[src/rtl/bcd_serial_adder.sv]
// bcd_serial_adder
//   Digit-serial packed-BCD adder. Operand digits are processed one per clock,
//   least significant first. Each digit goes through a single 4-bit binary add
//   followed by a +6 decimal correction. The decimal carry is registered
//   between digits.
//
//   Operands are taken over an in_valid/in_ready handshake. The packed BCD sum
//   and decimal carry-out are returned over an out_valid/out_ready handshake.
//
// Optional feature:
//   BCD_ERR_EN  when defined, adds the err output. err flags any operand digit
//               greater than 9 seen during the operation. It is valid together
//               with out_valid.
//
// Ports:
//   clk        single clock, all state changes on the rising edge
//   rst        synchronous reset, active-high
//   in_valid   a, b and cin are valid
//   in_ready   block can accept operands (IDLE and not in reset)
//   a, b       packed BCD operands, digit 0 in [3:0]
//   cin        decimal carry-in
//   out_valid  sum and cout are valid (DONE)
//   out_ready  consumer accepts the result
//   sum        packed BCD result
//   cout       decimal carry-out
//   err        non-BCD input digit seen (BCD_ERR_EN only)

module bcd_serial_adder #(
    parameter int DIGITS = 4
) (
    input  logic                  clk,
    input  logic                  rst,
    input  logic                  in_valid,
    output logic                  in_ready,
    input  logic [4*DIGITS-1:0]   a,
    input  logic [4*DIGITS-1:0]   b,
    input  logic                  cin,
    output logic                  out_valid,
    input  logic                  out_ready,
    output logic [4*DIGITS-1:0]   sum,
`ifdef BCD_ERR_EN
    output logic                  cout,
    output logic                  err
`else
    output logic                  cout
`endif
);

    localparam int IDXW = (DIGITS > 1) ? $clog2(DIGITS) : 1;
    localparam logic [IDXW-1:0] LAST_IDX = IDXW'(DIGITS - 1);

    localparam logic [1:0] IDLE = 2'd0;
    localparam logic [1:0] RUN  = 2'd1;
    localparam logic [1:0] DONE = 2'd2;

    logic [1:0]          state;
    logic [IDXW-1:0]     idx;
    logic [4*DIGITS-1:0] a_reg;
    logic [4*DIGITS-1:0] b_reg;
    logic                c;

    logic [3:0] a_dig;
    logic [3:0] b_dig;
    logic [4:0] t;
    logic [4:0] t_adj;
    logic       dig_carry;
    logic [3:0] dig;

    // Both handshake outputs come from state (and rst), never from
    // in_valid or out_ready.
    assign in_ready  = (state == IDLE) & ~rst;
    assign out_valid = (state == DONE);

    // One digit of decimal addition. Any sum above 9 is corrected by adding 6,
    // which wraps the low nibble back into 0..9 for legal BCD inputs.
    // Non-BCD digits follow the same rule modulo 16.
    always_comb begin
        a_dig     = a_reg[{idx, 2'b00} +: 4];
        b_dig     = b_reg[{idx, 2'b00} +: 4];
        t         = {1'b0, a_dig} + {1'b0, b_dig} + {4'b0000, c};
        t_adj     = t + 5'd6;
        dig_carry = (t > 5'd9);
        dig       = dig_carry ? t_adj[3:0] : t[3:0];
    end

    // Control and datapath sequencing: IDLE latches operands, RUN writes one
    // sum digit per cycle, and DONE holds the result until the consumer
    // takes it. Operand registers only load in IDLE, so in_valid pulses
    // during RUN/DONE have no effect.
    always_ff @(posedge clk) begin
        if (rst) begin
            state <= IDLE;
            idx   <= '0;
            a_reg <= '0;
            b_reg <= '0;
            c     <= 1'b0;
            sum   <= '0;
            cout  <= 1'b0;
        end else begin
            case (state)
                IDLE: begin
                    if (in_valid) begin
                        a_reg <= a;
                        b_reg <= b;
                        c     <= cin;
                        idx   <= '0;
                        sum   <= '0;
                        state <= RUN;
                    end
                end
                RUN: begin
                    sum[{idx, 2'b00} +: 4] <= dig;
                    c <= dig_carry;
                    if (idx == LAST_IDX) begin
                        cout  <= dig_carry;
                        state <= DONE;
                    end else begin
                        idx <= idx + 1'b1;
                    end
                end
                DONE: begin
                    if (out_ready) begin
                        state <= IDLE;
                    end
                end
                default: state <= IDLE;
            endcase
        end
    end

`ifdef BCD_ERR_EN
    // Sticky non-BCD flag. It is cleared when new operands are accepted and
    // set by any digit above 9 processed in RUN.
    always_ff @(posedge clk) begin
        if (rst) begin
            err <= 1'b0;
        end else if (state == IDLE && in_valid) begin
            err <= 1'b0;
        end else if (state == RUN && (a_dig > 4'd9 || b_dig > 4'd9)) begin
            err <= 1'b1;
        end
    end
`endif

endmodule

[config.mk]
export PLATFORM = sky130hd
export DESIGN_NAME = bcd_serial_adder
export DESIGN_NICKNAME = d
export VERILOG_FILES = /design/src/rtl/bcd_serial_adder.sv
export SDC_FILE = /design/constraint.sdc
export NUM_CORES = 1
export LEC_CHECK = 0
export BUFFER_PORTS_ARGS = -buffer_cell sky130_fd_sc_hd__buf_2
export CORE_MARGIN = 2
export CORE_UTILIZATION = 40
export CTS_BUF_LIST = sky130_fd_sc_hd__clkbuf_8
export CTS_CLUSTER_SIZE = 24
export DETAILED_ROUTE_END_ITERATION = 8
export PLACE_DENSITY = 0.63
export REMOVE_ABC_BUFFERS = 1
export SLEW_MARGIN = 10
export SYNTH_ARGS = -nofsm -noshare
export SYNTH_HDL_FRONTEND = slang
export SYNTH_SLANG_ARGS = --single-unit
[constraint.sdc]
create_clock -name clk -period 5.6 [get_ports clk]
set_input_delay 1.12 -clock clk [delete_from_list [all_inputs] [get_ports clk]]
set_output_delay 1.12 -clock clk [all_outputs]
set_load 0.02 [all_outputs]
### Word-level counts from Yosys, hierarchy flattened

Cells that the tools add are included.

| storage, ports and cells | value |
|---|---|
| logic and storage cells | 46 |
| register bits after elaboration | 54 |
| output and inout port bits | 19 |

| operators by class | value |
|---|---|
| add/sub/neg operators | 5 |
| mux-type cells | 13 |
| reduce and logical (&&, ||, !) cells | 7 |
| shift-type cells | 4 |
| eq/ne operators | 7 |
| bitwise operators | 2 |
| $lt $le $gt $ge | 1 |

Operators with widths:

| operator | count |
|---|---|
| $pmux 16 s2 | 1 |
| $shiftx 16x5->4 | 2 |
| $bwmux 16 | 1 |
| $mux 16 | 1 |
| $shift 4x6->16 const A | 1 |
| $shiftx 4x6->16 | 1 |
| $mux 2 | 5 |
| $ne 2x2->1 const B | 3 |
| $neg 4->6 | 1 |
| $pmux 2 s3 | 1 |
| $reduce_and 2->1 | 3 |
| $reduce_and 3->1 | 2 |
| $add 4x4->5 | 1 |
| $add 5x1->5 | 1 |
| $gt 5x4->1 const B | 1 |
| $add 4x3->4 const B | 1 |
| $eq 2x2->1 const B | 2 |
| $mux 4 | 1 |
| $pmux 2 s2 | 1 |
| $add 2x1->2 const B | 1 |
| $eq 2x1->1 const B | 1 |
| $logic_not 2->1 | 1 |
| $ne 2x1->1 const B | 1 |
| $pmux 1 s2 | 1 |
| other kinds (4) | 4 |

### Longest topological paths before layout

| depth | value |
|---|---|
| depth in word-level cells | 8 |
| mapped depth | 12 |
| depth with buffers taken out | 11 |

### Least setup slack after synthesis

No wires, ideal clock.

| timing | value |
|---|---|
| kind | register to register |
| from | register idx[0] |
| to | register sum[6] |
| data arrival time | 3,837 ps |
| library setup time | 59 ps |
| path buffers | 1 |
| clock period less this slack | 3,896 ps |
| required time | 5,541 ps |
| slack | 1,704 ps |
| stages on the path, launching flop included | 13 |
| path through | dfxtp_1 > buf_1 > mux4_2 > fa_1 > fa_1 > xnor2_1 > ha_1 > nor2b_1 > a31o_1 > o31ai_4 > mux2_4 > nor2_2 > a22o_1 |

| on the way | value |
|---|---|
| word-level cells in the longest chain between the ends | 8 |
| elaborated cells on any way between the ends | 12 |
| those cells by class | add/sub (4); order compare (1); shift (4); mux (3) |

Ends and longest elaborated chain:

| item | RTL line | text |
|---|---|---|
| from (decl) | 57 | `logic [IDXW-1:0] idx;` |
| from (signal assigned) | 118 | `idx <= idx + 1'b1;` |
| $shiftx 16x5->4 (on tied branches) | 78, 79 |  |
| $add 4x4->5 | 80 | `t = {1'b0, a_dig} + {1'b0, b_dig} + {4'b0000, c};` |
| $add 5x1->5 | 80 |  |
| $add 4x3->4 or $gt 5x4->1 (tied branches) | 81, 82 |  |
| $mux 4 | 83 | `dig = dig_carry ? t_adj[3:0] : t[3:0];` |
| $shiftx 4x6->16 | 112 | `sum[{idx, 2'b00} +: 4] <= dig;` |
| $bwmux 16 * | 112 |  |
| $pmux 16 s2 * | 100 | `case (state)` |
| to (signal, indexed assignment) | 112 |  |
| to (decl) | 40 | `output logic [4*DIGITS-1:0] sum,` |

Every way passes the cells marked *; elsewhere a longest branch is shown, timed or not.
A chain may end at the register's enable or synchronous reset.

### Final worst setup path

Ends and elaborated chain as after synthesis.

==> flow_summary.yaml <==
status:
  outcome: "completed"
sta:
  fin_setup_tns_ns: 0
  rsz0062_at_grt: "false"
  hold_violations: 0
  finalCriticalPeriod_ns: 4.09
  max_freq_mhz: 244
  tightest_slew_ns: 0.783
  period_share: 0.731
  setup_viol: 0
  fin_worst_skew_ns: 0.00603
  final_max_slew_viol_count: 0
  relSlewSlack: 0.477
min_path:
  whs_endpoint: "a_reg[11]$_SDFFE_PP0P_"
  hold_path_class: "register to register"
  whs_path_depth: 2
  holdCritStartpoint: "a_reg[11]$_SDFFE_PP0P_"
worst_setup_path:
  rr_worst_depth: 11
  required_ns: 5.85
  critPathArrivalTime_ns: 4.35
  path_common_cell: "fa_1"
  critical_path.cell_chain: "mux4_2 > fa_1 > fa_1 > xnor2_1 > ha_1 > nor2b_1 > a31o_1 > o31ai_4 > mux2_4 > nor2_2 > a22o_1"
  critPathLaunchType: "register"
  critical_path_class: "register to register"
  crit_path_end_kind: "register"
  reg2reg_to: "sum[6]$_SDFFE_PP0P_"
  cpPeakStageDelay_ns: 0.84
  rrSetupSlack_ns: 1.51
  critPathSlowestCell: "dfxtp_1"
  crit-reg2reg-launch: "idx[0]$_SDFFE_PP0P_"
  critPathMaxFanout: 15
clocking:
  cts_tree: "built"
  clk_latency_ns: 0.31
  holdBufCountCts: 0
  cts.clk_slew.worst_paths_ns: 0.09
  cts_root_buf: "clkbuf_8"
  post_cts_buffers: 0
  cts_resized: 0
  cts_buffer_depth: 2
  cts_sinks: 54
  cts_made_buffers: 5
  cts_htree_levels: 2
placed_design:
  io_buffers: 55
  dp_cells: 391
  dp_hpwl_mm: 3.59
  globalplace.congestion: 0.714
  place_area_um2: 2740
pwr:
  p_sw_frac: 0.281
  powerDensity_nw_per_um2: 270
  p_int_mw: 0.547
  p_comb_frac: 0.184
  switchingPower_mw: 0.214
  vdd_drop_max_v: 0.000112
  p_leak_nw: 1.18
  pwr-share-clk: 0.269
  p_seq_frac: 0.547
floorplan:
  ioPinCount: 56
  die_w_um: 81.9
  design.core.area_um2: 5890
  dieArea_um2: 6710
  die_height_um: 81.9
  rows: 28
  start_util: 0.412
job:
  maxCapViolations: 0
final_layout:
  diodes: 0
  final_cell_mix: "nand2_1 (72), buf_2 (55), dfxtp_1 (54)"
  fillers: 610
  layout_commonest_cell: "nand2_1"
  layout.nets: 370
  synthToLayoutAreaGrowth_pct: 16.1
  layoutNonFillerInstCount: 398
  final_layout_size_suffix_gt1_frac: 0.241
  design_area_um2: 2820
yosys:
  async_flop_share: 0
  syn_area_um2: 2430
  synth_edf_count: 0
  synth_ff_type: "dfxtp_1"
  syn_avg_cell_area_um2: 8.76
  ys_seq_area_frac: 0.445
  synthCells: 277
  ys_seq_elements: 54
  ys_warn_count: 0
  ys_types: 33
route:
  wl_per_cell_um: 12.7
  vias: 1998
  via_per_inst: 5.02
  drc: 0
  drt-initial-drc-count: 83
  antenna_left: 0
  drt_first_pass_iters: 4
  wirelength_mm: 5.05
grt:
  grt.total_usage: 0.164
  gr-total-overflow: 0
  grt_pass1_vias: 1924
  grt_pass1_wl_mm: 8.48
  antenna_found_initial: 0
  grt_max_degree: 53
## Yosys cell counts (all sizes together) (3+ instances only)
cell type,n,area [um^2]
nor2,13,51.3
ha,8,100
or2,3,18.8
nand2b,5,31.3
a22o,8,70.1
a21oi,45,225
mux4,8,180
inv,4,15.0
dfxtp,54,1080
clkbuf,16,60.1
a22oi,8,60.1
nor3,4,20.0
nor2b,7,43.8
nand2,72,270
## critical path: cells and delay by family (launching register included)
family | cells | cell delay [ns]
muxes | 2 | 0.95
adders and majority gates | 3 | 1.11
and+or+nand+nor | 2 | 0.29
DFF | 1 | 0.84
xor gates and xnor gates | 1 | 0.18
AOI/OAI and AO/OA | 3 | 0.67
## kinds of logic (layout without fill, tap and decap cells)
logic type	after synthesis	after routing	synth area share
XOR/XNOR	2	2	0.00722
flip-flops	54	54	0.445
multiplexers	9	9	0.0804
adder cells (fa/ha/maj)	10	10	0.0577
buffers and inverters	22	68	0.0371
AND/OR/NAND/NOR	111	111	0.197
AO/OA/AOI/OAI	69	69	0.175
## power by group through the flow
stage / Clock [mW] / Combinational [mW] / Sequential [mW]
after floorplan: 0 / 0.0966 / 0.423
after global placement: 0 / 0.139 / 0.425
after detailed placement: 0 / 0.142 / 0.425
after CTS: 0.212 / 0.143 / 0.416
after global routing: 0.226 / 0.157 / 0.419
final: 0.205 / 0.140 / 0.416
## metal layers
layer,track usage,vias to the layer above,part of all wire
met4,0.0500,0,0.014
met5,0,-,0
met3,0.0440,6,0.041
li1,-,1042,-
met1,0.200,913,0.48
met2,0.282,37,0.46
## worst max path at each step
| stage | startpoint | to | slack (ns) | cells after the start |
|---|---|---|---|---|
| final | idx[0]$_SDFFE_PP0P_ | sum[6]$_SDFFE_PP0P_ | 1.51 | 11 |
| after global routing | idx[0]$_SDFFE_PP0P_ | sum[14]$_SDFFE_PP0P_ | 1.24 | 11 |
| after CTS | idx[0]$_SDFFE_PP0P_ | sum[6]$_SDFFE_PP0P_ | 1.45 | 11 |
| after detailed placement | idx[0]$_SDFFE_PP0P_ | sum[6]$_SDFFE_PP0P_ | 1.46 | 11 |
| after global placement | idx[0]$_SDFFE_PP0P_ | sum[6]$_SDFFE_PP0P_ | 1.60 | 11 |
| after floorplan | idx[0]$_SDFFE_PP0P_ | sum[6]$_SDFFE_PP0P_ | 1.87 | 11 |
## final cells by class
type / count / area, um^2 / share of cell area
timing repair buffer: 57 / 290 / 0.103
tap: 75 / 93.8 / 0.0333
clock inverter: 2 / 10.0 / 0.00355
inverter: 4 / 15.0 / 0.00533
clock buffer: 5 / 68.8 / 0.0244
multi-input combinational: 201 / 1260 / 0.447
sequential: 54 / 1080 / 0.384
## stage by stage
step	power [mW]	setup slack, ns	hold slack [ns]	util
floorplan	0.520	1.87	0.427	-
global placement	0.564	1.60	0.441	0.465
detailed placement	0.567	1.46	0.445	0.465
CTS	0.771	1.45	0.458	0.479
global route	0.802	1.24	0.484	0.479
finish	0.761	1.51	0.454	0.479
Note: power is estimated with default switching activity, not from simulation.
